===== src/rtl/fpu_share_controller.sv =====
// -----------------------------------------------------------------------------
// fpu_share_controller
//
// Purpose:
//   Shares one fixed-point arithmetic unit (add/sub/mul/sqrt) between two
//   requesters. One operation is in flight at a time; contention is resolved
//   round-robin. The unit is held in reset whenever it is not running an
//   operation, so its sticky ready flag is cleared before every new operation.
//   Results return over a valid/ready response channel, tagged with the
//   requester id. An operation that never completes is aborted after TIMEOUT
//   RUN cycles and answered with rsp_timeout=1 and a zero result.
//
// Parameters:
//   WIDTH    operand/result width (must match the arithmetic unit)
//   TIMEOUT  maximum RUN cycles before abort (8..1023)
//
// Ports:
//   clk                          clock, all state on the rising edge
//   reset                        asynchronous active-high reset
//   req0_valid / req1_valid      requester has an operation pending
//   req0_operation / req1_operation  2-bit op code
//   req0_operand_1/_2, req1_operand_1/_2  operands
//   req0_ready / req1_ready      accept strobe (combinational, IDLE only)
//   rsp_valid / rsp_ready        response handshake
//   rsp_id                       requester id of the response
//   rsp_result                   unit result (0 on timeout)
//   rsp_timeout                  operation was aborted
//   fpu_reset                    registered reset to the unit
//   fpu_operation                registered op code to the unit
//   fpu_operand_1/_2             registered operands to the unit
//   fpu_result / fpu_ready       unit result and completion
// -----------------------------------------------------------------------------
module fpu_share_controller #(
  parameter int WIDTH   = 32,
  parameter int TIMEOUT = 63
) (
  input  logic             clk,
  input  logic             reset,
  input  logic             req0_valid,
  input  logic [1:0]       req0_operation,
  input  logic [WIDTH-1:0] req0_operand_1,
  input  logic [WIDTH-1:0] req0_operand_2,
  output logic             req0_ready,
  input  logic             req1_valid,
  input  logic [1:0]       req1_operation,
  input  logic [WIDTH-1:0] req1_operand_1,
  input  logic [WIDTH-1:0] req1_operand_2,
  output logic             req1_ready,
  output logic             rsp_valid,
  input  logic             rsp_ready,
  output logic             rsp_id,
  output logic [WIDTH-1:0] rsp_result,
  output logic             rsp_timeout,
  output logic             fpu_reset,
  output logic [1:0]       fpu_operation,
  output logic [WIDTH-1:0] fpu_operand_1,
  output logic [WIDTH-1:0] fpu_operand_2,
  input  logic [WIDTH-1:0] fpu_result,
  input  logic             fpu_ready
);

  localparam int CW = $clog2(TIMEOUT + 1);

  localparam logic [1:0] S_IDLE = 2'd0;
  localparam logic [1:0] S_LOAD = 2'd1;
  localparam logic [1:0] S_RUN  = 2'd2;
  localparam logic [1:0] S_RESP = 2'd3;

  // Counter value seen in the last permitted RUN cycle.
  localparam logic [CW-1:0] CNT_LAST = CW'(TIMEOUT - 1);

  logic [1:0]       state_q, state_d;
  logic             last_grant_q, last_grant_d;
  logic             id_q, id_d;
  logic             fpu_reset_q, fpu_reset_d;
  logic [1:0]       op_q, op_d;
  logic [WIDTH-1:0] opnd1_q, opnd1_d;
  logic [WIDTH-1:0] opnd2_q, opnd2_d;
  logic [CW-1:0]    cnt_q, cnt_d;
  logic [WIDTH-1:0] result_q, result_d;
  logic             timeout_q, timeout_d;

  logic             gnt_any;
  logic             gnt_id;
  logic             accept;

  // ---------------------------------------------------------------------------
  // Round-robin grant. With both requesters valid the one that was not served
  // last wins; last_grant starts at 1 so req0 wins the first contention.
  // ---------------------------------------------------------------------------
  always_comb begin
    gnt_any    = req0_valid | req1_valid;
    gnt_id     = (req0_valid & req1_valid) ? ~last_grant_q : req1_valid;
    req0_ready = (state_q == S_IDLE) && !reset && gnt_any && !gnt_id;
    req1_ready = (state_q == S_IDLE) && !reset && gnt_any &&  gnt_id;
    accept     = (req0_valid && req0_ready) || (req1_valid && req1_ready);
  end

  // ---------------------------------------------------------------------------
  // Sequencer next-state logic
  // ---------------------------------------------------------------------------
  always_comb begin
    state_d      = state_q;
    last_grant_d = last_grant_q;
    id_d         = id_q;
    op_d         = op_q;
    opnd1_d      = opnd1_q;
    opnd2_d      = opnd2_q;
    cnt_d        = cnt_q;
    result_d     = result_q;
    timeout_d    = timeout_q;

    unique case (state_q)
      S_IDLE: begin
        if (accept) begin
          id_d         = gnt_id;
          last_grant_d = gnt_id;
          op_d         = gnt_id ? req1_operation : req0_operation;
          opnd1_d      = gnt_id ? req1_operand_1 : req0_operand_1;
          opnd2_d      = gnt_id ? req1_operand_2 : req0_operand_2;
          state_d      = S_LOAD;
        end
      end
      S_LOAD: begin
        // Unit is still in reset with operands stable, so it captures them.
        cnt_d   = '0;
        state_d = S_RUN;
      end
      S_RUN: begin
        cnt_d = cnt_q + 1'b1;
        // Completion wins over timeout when both happen in the same cycle.
        if (fpu_ready) begin
          result_d  = fpu_result;
          timeout_d = 1'b0;
          state_d   = S_RESP;
        end else if (cnt_q == CNT_LAST) begin
          result_d  = '0;
          timeout_d = 1'b1;
          state_d   = S_RESP;
        end
      end
      S_RESP: begin
        if (rsp_ready) begin
          state_d = S_IDLE;
        end
      end
      default: state_d = S_IDLE;
    endcase

    // Unit runs only while the next state is RUN; held in reset otherwise.
    fpu_reset_d = (state_d != S_RUN);
  end

  // ---------------------------------------------------------------------------
  // State registers
  // ---------------------------------------------------------------------------
  always_ff @(posedge clk or posedge reset) begin
    if (reset) begin
      state_q      <= S_IDLE;
      last_grant_q <= 1'b1;
      id_q         <= 1'b0;
      fpu_reset_q  <= 1'b1;
      op_q         <= '0;
      opnd1_q      <= '0;
      opnd2_q      <= '0;
      cnt_q        <= '0;
      result_q     <= '0;
      timeout_q    <= 1'b0;
    end else begin
      state_q      <= state_d;
      last_grant_q <= last_grant_d;
      id_q         <= id_d;
      fpu_reset_q  <= fpu_reset_d;
      op_q         <= op_d;
      opnd1_q      <= opnd1_d;
      opnd2_q      <= opnd2_d;
      cnt_q        <= cnt_d;
      result_q     <= result_d;
      timeout_q    <= timeout_d;
    end
  end

  // ---------------------------------------------------------------------------
  // Outputs
  // ---------------------------------------------------------------------------
  assign rsp_valid     = (state_q == S_RESP);
  assign rsp_id        = id_q;
  assign rsp_result    = result_q;
  assign rsp_timeout   = timeout_q;
  assign fpu_reset     = fpu_reset_q;
  assign fpu_operation = op_q;
  assign fpu_operand_1 = opnd1_q;
  assign fpu_operand_2 = opnd2_q;

endmodule


===== config.mk =====
export PLATFORM = sky130hd
export DESIGN_NAME = fpu_share_controller
export DESIGN_NICKNAME = d
export VERILOG_FILES = /design/src/rtl/fpu_share_controller.sv
export SDC_FILE = /design/constraint.sdc
export NUM_CORES = 1
export LEC_CHECK = 0
export CAP_MARGIN = 25
export CORE_ASPECT_RATIO = 0.6
export CORE_MARGIN = 5
export CORE_UTILIZATION = 38
export CTS_CLUSTER_SIZE = 12
export DETAILED_ROUTE_END_ITERATION = 10
export PLACE_DENSITY = 0.81
export SETUP_SLACK_MARGIN = 0.2
export SLEW_MARGIN = 20
export SYNTH_ARGS = -nofsm -noshare
export SYNTH_HDL_FRONTEND = slang
export SYNTH_SLANG_ARGS = --single-unit

===== constraint.sdc =====
create_clock -name clk -period 5.8 [get_ports clk]
set_input_delay 1.16 -clock clk [delete_from_list [all_inputs] [get_ports clk]]
set_output_delay 1.16 -clock clk [all_outputs]
set_load 0.02 [all_outputs]

---- Yosys cells after proc, flatten, opt, wreduce, memory -nomap -nowiden ----
Index checks and enable logic that the tools add are counted.
cells by class
  $add $sub $neg .......................... 1
  equality and inequality tests ........... 5
  muxes and demuxes ....................... 14
  bitwise logic cells ..................... 3
  reduce and logical (&&, ||, !) cells .... 14
operators with widths
  operator               count
  $mux W32               4
  $pmux W6 S2            1
  $mux W2                5
  $pmux W2 S4            1
  $add A6 B1 Y6 const B  1
  $eq A6 B6 Y1 const B   1
  $logic_and A1 B1 Y1    6
  $eq A2 B2 Y1 const B   2
  $reduce_and A2 Y1      2
  $reduce_bool A2 Y1     2
  $mux W1                3
  $eq A2 B1 Y1 const B   1
  $logic_not A1 Y1       2
  $logic_not A2 Y1       1
  $ne A2 B2 Y1 const B   1
  $and A1 B1 Y1          1
  $logic_or A1 B1 Y1     1
  $not A1 Y1             1
  $or A1 B1 Y1           1
storage, ports and cells
  bits in registers ....................... 110
  output and inout bits ................... 104

---- Depth between registers and ports, before layout ----
  word-level depth ........................ 9
  gate-level depth with buffers ........... 9

---- Worst setup path after synthesis ----
Ideal clock, no wire load.
  path type ............................... input-to-output
  from .................................... input port reset
  to ...................................... output port req1_ready
  arrival time ............................ 4.458 ns
  data required time ...................... 4.640 ns
  path slack .............................. 0.182 ns
  stages .................................. 4
  buffers on the path ..................... 2
  cells stage by stage .................... inv_1 > and4_1 > buf_2 > clkbuf_1
between the ends
  word-level cells in the longest chain between the ends .. 4
RTL lines
  element                            line  source
  from (decl)                        38    input logic reset,
  $logic_not A1 Y1 (no source line)  --
  $logic_and A1 B1 Y1 (3 in a row)   95    req1_ready = (state_q == S_IDLE) && !reset && gnt_any && gnt_id;
  to (decl)                          48    output logic req1_ready,
Every way passes these cells.

---- Final worst setup path ----
  from .................................... input port reset
  to ...................................... output port req0_ready
between the ends
  word-level cells in the longest chain between the ends .. 4
RTL lines
  element                            line  source
  $logic_not A1 Y1 (no source line)  --
  $logic_and A1 B1 Y1 (3 in a row)   94    req0_ready = (state_q == S_IDLE) && !reset && gnt_any && !gnt_id;
  to (decl)                          43    output logic req0_ready,
Every way passes these cells.

==> flow_metrics.py <==
metrics = {
    "status": {
        "status": "finished, final reports clean",
    },
    "power": {
        "total_leakage_power_nw": 3.71,
        "ir_drop_mv": 0.310,
        "total_power_mw": 4.13,
        "powerDensity_nw_per_um2": 527,
    },
    "floorplan": {
        "die-area_um2": 14600,
        "core.rowCount": 31,
        "die_height_um": 95.7,
        "core_um2": 12000,
        "dieWidth_um": 153,
        "ios": 274,
        "start_util": 0.387,
    },
    "synthesis": {
        "synthFlopType": "dfrtp_1",
        "post-synth-top-count-cell": "dfrtp_1",
        "ys_warn_count": 0,
        "ys_types": 31,
        "synth-edff-count": 0,
        "seq_area_frac_synth": 0.592,
        "async_flop_share": 1.00,
        "syn_inst": 367,
        "syn_area_um2": 4650,
        "syn_area_per_cell_um2": 12.7,
        "yosysTopAreaCell": "dfrtp_1",
        "synth_seq_cells": 110,
        "synth.net_count": 544,
        "yosysTopAreaCellShare": 0.581,
        "synth.top_cells.by_area": "dfrtp_1 58%, a22o_1 18%, a21o_1 11%",
        "synth_common_cells": "108 x dfrtp_1, 98 x a22o_1, 69 x a21o_1, 18 x clkbuf_1, 11 x nand2_1",
    },
    "global_routing": {
        "grt_pass1_wl_um": 24500,
        "first_global_vias": 4606,
        "antenna_found_initial": 0,
        "grtUsageTotal": 0.209,
        "grt-ovfl-total": 0,
        "grt_max_degree": 71,
    },
    "timing": {
        "slew_violations": 0,
        "finalCriticalPeriod_ns": 4.50,
        "setup_ws_ns": 1.31,
        "slew_headroom": 0.472,
        "rsz0062_at_grt": "false",
        "worstMarginPinSlew_ns": 0.792,
        "setup-violations-final": 0,
        "fin_worst_skew_ns": 0.00855,
        "finalSetupTns_ns": 0,
        "holdWs_ns": 0.499,
        "period_share": 0.775,
        "hold_violations": 0,
        "fmax_mhz": 222,
    },
    "final_layout": {
        "drive_gt1_frac": 0.0475,
        "area_delta_synth_final_pct": 68.5,
        "fillers": 916,
        "multi_input_area_um2": 1720,
        "final_cells": 797,
        "diodes": 0,
        "fin_util": 0.652,
        "fin_nets": 804,
        "register_area_um2": 2760,
        "final_area_um2": 7840,
    },
    "worst_setup_path": {
        "path_max_fanout": 70,
        "rr_endpoint": "fpu_operand_2[22]",
        "crit_required_ns": 4.64,
        "start_kind": "input port",
        "critPathArrivalTime_ns": 3.33,
        "end_kind": "output port",
        "reg2reg_from": "state_q[0]",
        "reg2reg_depth": 8,
        "r2r_slack_ns": 3.15,
        "path_class": "in -> out",
    },
    "clock_network": {
        "cts_setup_buffers": 0,
        "numCtsBuffers": 9,
        "cts_tree": "built",
        "clock-sinks": 110,
        "hold_buffers": 0,
        "clk_latency_ns": 0.34,
        "root_buffer": "clkbuf_16",
        "clk_path_buf_depth": 2,
        "htreeDepth": 3,
        "clk_pin_slew_ns": 0.07,
        "post_cts_resized": 0,
    },
    "placement": {
        "dp_slack_ns": 1.30,
        "placed_area_um2": 7510,
        "io_buffer_count": 273,
        "placed_cells": 781,
        "gp_congestion": 0.821,
        "dp_hpwl_um": 11500,
    },
    "route": {
        "drt_wl_total_um": 15800,
        "dr.pass1.iters": 4,
        "vias": 4130,
        "vias_per_cell": 5.18,
        "avgRoutedWirePerCell_um": 19.8,
        "drc": 0,
        "ant_nets": 0,
        "drt_iter0_markers": 167,
    },
    "worst_hold_path": {
        "min_from": "rsp_result[24]",
        "hold-path-cell-count": 1,
        "min_to": "rsp_result[24]",
        "worstHoldPathType": "reg -> reg",
    },
    "job": {
        "cap_violations": 0,
    },
}
worst max path at each step:
stage | startpoint | end
4_1_cts | reset | req0_ready
6_report | reset | req0_ready
3_5_place_dp | reset | req0_ready
2_1_floorplan | reset | req1_ready
5_1_grt | reset | req0_ready
3_3_place_gp | reset | req0_ready
cell usage in the layout (no fill, tap or decap), types with 2 or more instances in the layout:
| master | netlist | routed |
|---|---|---|
| inv_6 | 0 | 2 |
| dfrtp_1 | 108 | 108 |
| a22o_1 | 98 | 98 |
| nand3_1 | 4 | 4 |
| inv_1 | 7 | 6 |
| a21oi_1 | 2 | 2 |
| nand2_1 | 11 | 11 |
| o22ai_1 | 2 | 2 |
| clkbuf_16 | 0 | 9 |
| bufinv_16 | 0 | 2 |
| nor2_1 | 6 | 6 |
| a21o_1 | 69 | 69 |
| dfstp_2 | 2 | 2 |
| buf_4 | 4 | 6 |
| clkdlybuf4s50_1 | 0 | 273 |
| ha_1 | 7 | 7 |
| o21ai_0 | 5 | 5 |
flip-flops by register name, summed over array words and instances, names as in the netlist:
name and flops:
cnt_q 6, fpu_operand_1 32, fpu_operand_2 32, fpu_operation 2, fpu_reset 1, last_grant_q 1, rsp_id 1, rsp_result 32
rsp_timeout 1, state_q 2
power breakdown:
part / total (mW) / internal, mW / switching, mW
Clock: 0.676 / 0.394 / 0.282
Sequential: 1.33 / 1.12 / 0.212
Combinational: 2.12 / 1.12 / 1.00
logic make-up (layout without fill, tap and decap cells):
kind of cell,Yosys count,after routing,share of synthesized area
AOI/OAI and AO/OA,181,181,0.315
adders and majority gates,7,7,0.0188
buffers and inverters,38,303,0.0403
DFF,110,110,0.592
muxes,1,1,0.00215
and+or+nand+nor,30,30,0.0317
worst max-delay path: stages:
cell and delay [ns]:
clkdlybuf4s50_1 0.46, nand2b_1 0.17, or2_2 0.29, buf_4 0.35
a21oi_4 0.25, clkdlybuf4s50_1 0.64
layer usage:
metal | global-route usage | wire length [µm] | up-vias | part of all wire
met1 | 0.252 | 6450 | 2056 | 0.41
met3 | 0.0728 | 1290 | 17 | 0.082
met4 | 0.0467 | 210 | 0 | 0.013
met5 | 0 | 0 | - | 0
li1 | - | - | 1896 | -
met2 | 0.368 | 7810 | 161 | 0.50
cell type report:
type                       count  area share
clock inverter                 6      0.0117
inverter                       7     0.00383
multi-input combinational    219       0.220
sequential                   110       0.352
timing repair buffer         280       0.356
tap                          165      0.0263
clock buffer                  10      0.0305
No activity file was read; power rests on OpenSTA's default activity.
